### src/rtl/gpr_file_if.sv
//------------------------------------------------------------------------------
// Module      : gpr_file_if
// Description : Decode/writeback bundle for the general-purpose register file.
// Revision    : 1.0 - initial release
//------------------------------------------------------------------------------
`default_nettype none

interface gpr_file_if #(
    parameter int ADDR_WIDTH = 5,
    parameter int DATA_WIDTH = 32,
    parameter int NUM_RPORTS = 2
);
    logic                             init_busy;
    logic [NUM_RPORTS*ADDR_WIDTH-1:0] raddr;
    logic [NUM_RPORTS*DATA_WIDTH-1:0] rdata;
    logic [NUM_RPORTS-1:0]            rpend;
    logic                             wen;
    logic [ADDR_WIDTH-1:0]            waddr;
    logic [DATA_WIDTH-1:0]            wdata;
    logic                             alloc_en;
    logic [ADDR_WIDTH-1:0]            alloc_addr;

    modport master (
        input  init_busy, rdata, rpend,
        output raddr, wen, waddr, wdata, alloc_en, alloc_addr
    );

    modport slave (
        output init_busy, rdata, rpend,
        input  raddr, wen, waddr, wdata, alloc_en, alloc_addr
    );
endinterface

`default_nettype wire

### src/rtl/gpr_file.sv
//------------------------------------------------------------------------------
// Module      : gpr_file
// Description : Multi-port register file with write-pending scoreboard and
//               self-clearing reset sequencer.
// Revision    : 1.0 - initial release
//------------------------------------------------------------------------------
`default_nettype none

module gpr_file #(
    parameter int ADDR_WIDTH = 5,
    parameter int DATA_WIDTH = 32,
    parameter int NUM_RPORTS = 2,
    parameter bit BYPASS     = 1'b1
) (
    input  logic       clk,
    input  logic       rst,
    gpr_file_if.slave  bus
);

    localparam int                    c_DEPTH    = 2**ADDR_WIDTH;
    localparam logic [ADDR_WIDTH-1:0] c_LAST_IDX = '1;
    localparam logic [0:0]            c_CLEAR    = 1'b0;
    localparam logic [0:0]            c_READY    = 1'b1;

    logic [0:0]            r_state;
    logic [0:0]            w_state_next;
    logic                  w_init_busy;
    logic [ADDR_WIDTH-1:0] r_idx;
    logic [DATA_WIDTH-1:0] r_rf [c_DEPTH];
    logic [c_DEPTH-1:0]    r_pend;
    logic                  w_wr;
    logic                  w_alloc;

    always_ff @(posedge clk) begin
        if (rst) begin
            r_state <= c_CLEAR;
        end else begin
            r_state <= w_state_next;
        end
    end

    always_comb begin
        w_state_next = r_state;
        case (r_state)
            c_CLEAR: if (r_idx == c_LAST_IDX) w_state_next = c_READY;
            default: w_state_next = r_state;
        endcase
    end

    always_comb begin
        w_init_busy = (r_state == c_CLEAR);
    end

    assign bus.init_busy = w_init_busy;
    assign w_wr          = bus.wen && (bus.waddr != '0);
    assign w_alloc       = bus.alloc_en && (bus.alloc_addr != '0);

    // Allocate is applied after the write so a new producer supersedes a retiring one.
    always_ff @(posedge clk) begin
        if (rst) begin
            r_idx  <= '0;
            r_pend <= '0;
        end else if (w_init_busy) begin
            r_rf[r_idx] <= '0;
            r_idx       <= r_idx + ADDR_WIDTH'(1);
        end else begin
            if (w_wr) begin
                r_rf[bus.waddr]   <= bus.wdata;
                r_pend[bus.waddr] <= 1'b0;
            end
            if (w_alloc) begin
                r_pend[bus.alloc_addr] <= 1'b1;
            end
        end
    end

    generate
        for (genvar gi = 0; gi < NUM_RPORTS; gi++) begin : g_rport
            logic [ADDR_WIDTH-1:0] w_addr;
            logic                  w_hit;
            logic [DATA_WIDTH-1:0] w_rd;
            logic                  w_rp;

            assign w_addr = bus.raddr[gi*ADDR_WIDTH +: ADDR_WIDTH];
            assign w_hit  = BYPASS && bus.wen && (bus.waddr == w_addr);

            always_comb begin
                w_rd = r_rf[w_addr];
                w_rp = r_pend[w_addr];
                if (w_hit) begin
                    w_rd = bus.wdata;
                    w_rp = 1'b0;
                end
                if (w_init_busy || (w_addr == '0)) begin
                    w_rd = '0;
                    w_rp = 1'b0;
                end
            end

            assign bus.rdata[gi*DATA_WIDTH +: DATA_WIDTH] = w_rd;
            assign bus.rpend[gi]                          = w_rp;
        end
    endgenerate

endmodule

`default_nettype wire
### src/flat_wrapper.sv
// flat-port wrapper written by rule: the top's interface ports become plain ports
module gpr_file_flat 
#(
    parameter int ADDR_WIDTH = 5,
    parameter int DATA_WIDTH = 32,
    parameter int NUM_RPORTS = 2,
    parameter bit BYPASS     = 1'b1
)
  (clk, rst, bus_init_busy, bus_rdata, bus_rpend, bus_raddr, bus_wen, bus_waddr, bus_wdata, bus_alloc_en, bus_alloc_addr);
  gpr_file_if #(.ADDR_WIDTH(ADDR_WIDTH), .DATA_WIDTH(DATA_WIDTH), .NUM_RPORTS(NUM_RPORTS)) bus_i ();
  input  logic clk;
  input  logic rst;
  output wire logic [$bits(bus_i.init_busy)-1:0] bus_init_busy;
  output wire logic [$bits(bus_i.rdata)-1:0] bus_rdata;
  output wire logic [$bits(bus_i.rpend)-1:0] bus_rpend;
  input wire logic [$bits(bus_i.raddr)-1:0] bus_raddr;
  input wire logic [$bits(bus_i.wen)-1:0] bus_wen;
  input wire logic [$bits(bus_i.waddr)-1:0] bus_waddr;
  input wire logic [$bits(bus_i.wdata)-1:0] bus_wdata;
  input wire logic [$bits(bus_i.alloc_en)-1:0] bus_alloc_en;
  input wire logic [$bits(bus_i.alloc_addr)-1:0] bus_alloc_addr;
  assign bus_init_busy = bus_i.init_busy;
  assign bus_rdata = bus_i.rdata;
  assign bus_rpend = bus_i.rpend;
  assign bus_i.raddr = bus_raddr;
  assign bus_i.wen = bus_wen;
  assign bus_i.waddr = bus_waddr;
  assign bus_i.wdata = bus_wdata;
  assign bus_i.alloc_en = bus_alloc_en;
  assign bus_i.alloc_addr = bus_alloc_addr;
  gpr_file #(.ADDR_WIDTH(ADDR_WIDTH), .DATA_WIDTH(DATA_WIDTH), .NUM_RPORTS(NUM_RPORTS), .BYPASS(BYPASS)) u_core (.clk(clk), .rst(rst), .bus(bus_i));
endmodule
### config.mk
export PLATFORM = sky130hd
export DESIGN_NAME = gpr_file_flat
export DESIGN_NICKNAME = d
export VERILOG_FILES = /design/src/rtl/gpr_file_if.sv /design/src/rtl/gpr_file.sv /design/src/flat_wrapper.sv
export SDC_FILE = /design/constraint.sdc
export NUM_CORES = 1
export LEC_CHECK = 0
export CORE_ASPECT_RATIO = 0.8
export CORE_MARGIN = 2
export CORE_UTILIZATION = 56
export CTS_CLUSTER_DIAMETER = 60
export DETAILED_ROUTE_END_ITERATION = 10
export PLACE_DENSITY_LB_ADDON = 0.08
export SYNTH_ARGS = -nofsm -noshare
export SYNTH_HDL_FRONTEND = slang
export SYNTH_SLANG_ARGS = --single-unit
export TNS_END_PERCENT = 20
### constraint.sdc
create_clock -name clk -period 3.8 [get_ports clk]
set_clock_uncertainty 0.15 [all_clocks]
set_input_delay 0.38 -clock clk [delete_from_list [all_inputs] [get_ports clk]]
set_output_delay 0.38 -clock clk [all_outputs]
set_load 0.03 [all_outputs]
* After elaboration in Yosys (flattened, before gate mapping)
Memories as Yosys holds them, arrays and structs flattened. Cells that the tools add are included.
Storage, ports and cells: flip-flop bits (word level) 38, memory bits (writable) 1024, input port bits 56, output and inout bits 67, word-level logic and storage cells 63, memories 1
Memories:
- u_core.r_rf | words 32, width 32, read ports 2, clocked after memory_dff 0, wr ports 1, line gpr_file.sv:29 | logic [DATA_WIDTH-1:0] r_rf [c_DEPTH];
Operators by class: add/subtract/negate cells 1, magnitude comparators 6, eq/ne operators 3, multiplexer cells 32, bitwise logic cells 4, reduce and logical (&&, ||, !) cells 13
Operators with widths (count):
- $mux W32 | 9
- $and A32 B32 Y32 | 1
- $not A32 Y32 | 1
- $or A32 B32 Y32 | 1
- $reduce_or A32 Y1 | 1
- $lt A5 B6 Y1 const B | 4
- $mux W1 | 18
- $bmux W1 S5 | 2
- $demux W1 S5 | 2
- $eq A5 B5 Y1 | 2
- $ge A5 B1 Y1 const B | 2
- $logic_not A5 Y1 | 2
- $reduce_bool A5 Y1 | 2
- $logic_and A1 B1 Y1 | 6
- $add A5 B1 Y5 const B | 1
- $eq A5 B5 Y1 const B | 1
- $mux W5 | 1
- $logic_or A1 B1 Y1 | 2
- $not A1 Y1 | 1

* Longest topological paths before layout
word-level depth 11, gate-level depth with buffers 10, mapped depth without buffers 5

* Worst setup path after synthesis
No wires, ideal clock.
path type input port to flip-flop, start input bus_waddr[4], end memory u_core.r_rf[20][0], enable pin, setup time 0.421 ns, data arrival time 3.141 ns, required time 3.229 ns, path slack 0.088 ns, stages 7, path buffers 2, path through buf_2 > nor3_1 > a2111oi_4 > buf_4 > mux2i_1 > nand2_1 > nor2_1
Between the ends: longest elaborated chain between the ends 8, elaborated cells on any way between the ends 9, classes of those cells 6 x mux; 3 x reduce/logical
RTL lines:
- from (decl) | line flat_wrapper.sv:18 | input wire logic [$bits(bus_i.waddr)-1:0] bus_waddr;
- $reduce_bool A5 Y1 | line gpr_file.sv:55 | assign w_wr = bus.wen && (bus.waddr != '0);
- $logic_and A1 B1 Y1 | line gpr_file.sv:55
- $mux W1 | line gpr_file.sv:67 | if (w_wr) begin
- $mux W1 | line gpr_file.sv:63 | end else if (w_init_busy) begin
- $mux W1 | line gpr_file.sv:60 | if (rst) begin
- $mux W1 (not written as such) | line gpr_file.sv:68 | r_rf[bus.waddr] <= bus.wdata;
- $reduce_or A32 Y1 (no source line)
- $mux W5 (no source line) or $mux W1 (tied branches)
- to (decl) | line gpr_file.sv:29
Parallel ways exist; a longest one is shown, timed or not.

* Worst setup path after layout
start input bus_raddr[3], end output bus_rdata[3]
Between the ends: longest elaborated chain between the ends 4, elaborated cells on any way between the ends 7, classes of those cells 1 x eq/ne; 2 x mux; 3 x reduce/logical; 1 x memory
RTL lines:
- from (decl) | line flat_wrapper.sv:16 | input wire logic [$bits(bus_i.raddr)-1:0] bus_raddr;
- branches (longest 3 deep; another with $mem_v2 Z32 W32)
- $mux W32 (*) | line gpr_file.sv:94 | if (w_init_busy || (w_addr == '0)) begin
- to (decl) | line flat_wrapper.sv:14 | output wire logic [$bits(bus_i.rdata)-1:0] bus_rdata;
Every way passes the cells marked *.

==> summary.md <==
| Metric | Value |
|---|---|
| Initial antenna violation count | 2 |
| Slew HR | between 20% and 30% |
| Sequential share of the synthesized area | between 60% and 70% |
| Routed wire length | roughly 170000 um |
| Yosys Warn Count | 0 |
| Netlist cell types | 56 |
| Longest Clk Path Bufs | 3 |
| Syn Area/Cell | approximately 17 um^2 |
| Ant diodes | 0 |
| Final hold violation count | 0 |
| Met3 routed WL | approximately 21000 um |
| Fin crit period | roughly 3.8 ns |
| Die X | about 340 um |
| Area of the multi-input gates | 17700 um^2 |
| HP Class | flop to flop |
| Max Clock Freq | approximately 0.26 GHz |
| Worst setup SP type | input port |
| Post-synth net total | 2926 |
| Drt drc | 0 |
| Pin count of the biggest net entering global routing | 69 |
| Total Routing Usage GR | ~37% |
| Final net count | between 3000 and 4000 |
| Leakage power | 20.6 nW |
| Synthesized cell area | approximately 50000 um^2 |
| Placed Instances | 4200 |
| Critical Path Source | bus_raddr[3] |
| Vias in the first global route | between 30000 and 40000 |
| CP arrival | around 3.3 ns |
| Clock root buffer | clkbuf_16 |
| Area Growth Syn to Fin | 17.5% |
| R2R Path Start | u_core.r_state$_SDFF_PP0_ |
| Vias | 32949 |
| Clk sinks | approximately 1100 |
| WL met1 | 64300 um |
| Tcrit/Tclk final | approximately 100% |
| Worst Path Max Fanout | 18 |
| RSZ-0062 raised after global routing | false |
| TritonCTS clock tree | built |
| CTS Buf Count | roughly 110 |
| DP HPWL | 102000 um |
| Critical path required time | ~3.3 ns |
| Yosys reg bits | between 1000 and 1500 |
| Number of iterations in the first detailed-routing pass | 6 |
| Post-synth EDFFs | roughly 1000 |
| Crit Path Class | input port to output pin |
| # Post-CTS Setup Buffers | 0 |
| Met2 WL | around 77000 um |
| Slew at the pin closest to its max-slew limit | about 1.2 ns |
| Post-Layout Cell Count | between 4000 and 5000 |
| Core Box Area | ~90000 um^2 |
| Post-Syn Instances | around 2900 |
| Via density | about 7.5 |
| Final Wtd Congestion | between 0.8 and 0.9 |
| FP Rows | 98 |
| Remaining antenna violation count | 0 |
| Fill count | slightly above 6000 |
| Peak supply drop | ~0.00041 V |
| Ratio of total power to cell area | between 400 and 500 nW/um^2 |
| Endpoints failing setup | 0 |
| Hold wc startpoint | u_core.r_pend[0]$_SDFFE_PP0P_ |
| Uppermost routed layer | met5 |
| Die height | roughly 270 um |
| Die ar. | 91800 um^2 |
| Max-cap violations | 0 |
| Gr ovfl total | 0 |
| Share of synthesized registers carrying an async set or reset | 0% |
| IO buf count | 122 |
| CTS clk-pin slew, worst paths | roughly 0.060 ns |
| First-pass GRT wire length | between 200000 and 250000 um |
| Wire per inst | approximately 39 um |
| Initial DRC count | between 4000 and 5000 |
| Fraction of layout cells with a size suffix above 1 | 28.4% |
| Final Max Tran Viols | 0 |
| Worst-Skew Late Latency | ~0.7 ns |
| Outcome | complete, no violations |
| Top Ports | 123 |
| CP endpoint kind | output pin |
| Total negative slack | 0 ns |
| CTS HTree Levels | 3 |
| Initial core utilization | about 56% |
| Storage element area | about 32000 um^2 |
| Most used DFF post-synth | edfxtp_1 |
## cell type report
type,count,area share [%]
Clock buffer,127,4.68
Clock inverter,69,1.20
Inverter,7,0.0468
Multi-Input combinational cell,1561,30.1
Sequential cell,1062,53.6
Tap cell,1200,2.55
Timing Repair Buffer,370,7.90
## per-layer routing
| layer | vias up | global-route usage, % |
|---|---|---|
| li1 | 12761 | - |
| met1 | 17251 | 52.9 |
| met2 | 2525 | 55.4 |
| met3 | 408 | 8.06 |
| met4 | 4 | 14.7 |
| met5 | - | 0 |
## sequential cells by signal, summed over array words and instances, names as in the netlist
| register | cells |
|---|---|
| u_core.r_rf | 1024 |
| u_core.r_pend | 32 |
| u_core.r_idx | 5 |
| u_core.r_state | 1 |
## synth_stat cells (13+ instances only)
library cell	instances	area share [%]
mux4_2	373	17
buf_1	13	0.097
dfxtp_1	38	1.5
o221ai_1	32	0.56
o21ai_0	94	0.94
edfxtp_1	1024	61
buf_4	33	0.49
buf_2	68	0.68
a22o_1	52	0.91
a22oi_1	119	1.8
clkbuf_1	111	0.83
mux2i_1	327	6.5
a21oi_1	148	1.5
a221oi_1	94	1.6
nand2_1	55	0.41
nor2_1	59	0.44
a211o_1	31	0.54
and2_1	33	0.41
o22ai_1	32	0.40
a2111oi_1	19	0.38
a211oi_1	13	0.19
## logic make-up after synthesis
family / after synthesis / synth area share (%)
DFF: 1062 / 62.9
muxes: 701 / 23.3
AOI/OAI and AO/OA: 647 / 9.10
buffers and inverters: 245 / 2.43
and+or+nand+nor: 199 / 1.92
xor gates and xnor gates: 12 / 0.210
adders and majority gates: 2 / 0.0500
## metrics by stage
step                      cell area, um^2  hold slack [ns]  utilization [%]  setup WS (ns)  power, W
after global placement              55400            0.321             62.2         0.0788    0.0149
after CTS                           58800            0.334             66.1         0.0573    0.0253
after detailed placement            55400            0.326             62.2         0.0649    0.0149
after global routing                58800            0.351             66.1         0.0625    0.0259
final                               58800            0.335             66.1        0.00412    0.0253
after floorplan                     50100            0.305                -         0.0879    0.0141
## cells in the final DEF, fill, tap and decap left out, types with 37 or more instances in the layout
| cell type | n |
|---|---|
| mux4_2 | 373 |
| a22oi_1 | 119 |
| a221oi_1 | 94 |
| dfxtp_1 | 38 |
| nor2_4 | 37 |
| o21ai_0 | 94 |
| edfxtp_1 | 1024 |
| a21oi_1 | 148 |
| buf_12 | 137 |
| buf_4 | 177 |
| nand2_1 | 55 |
| clkdlybuf4s50_1 | 50 |
| a22o_1 | 52 |
| clkbuf_16 | 107 |
| mux2i_1 | 327 |
## critical path, stage by stage
cell and delay (ns):
clkdlybuf4s50_1 0.68, buf_4 0.28, nand3b_1 0.21, buf_12 0.24
o22ai_1 0.15, a2111oi_1 0.57, a21oi_1 0.16, buf_4 0.20
a22o_1 0.21, buf_12 0.14
## final timing paths
check | endpoint | slack (ns) | cells past startpoint
max | bus_rdata[3] | 0.004 | 10
min | u_core.r_pend[0]$_SDFFE_PP0P_ | 0.33 | 1
max reg2reg | u_core.r_rf[7][4]$_DFFE_PP_ | 0.83 | 7
min reg2reg | u_core.r_pend[0]$_SDFFE_PP0P_ | 0.33 | 1
## report_power, final
part           internal [W]  switching [W]
sequential           0.0127      0.0000323
clock               0.00605        0.00455
combinational      0.000797        0.00115
total                0.0196        0.00573
## what timing repair did
item                       4_1_cts  5_1_grt
setup endpoints to repair        0        3
resized for setup                0        2
hold buffers                     0        0
Power figures use the tool's default switching activity.
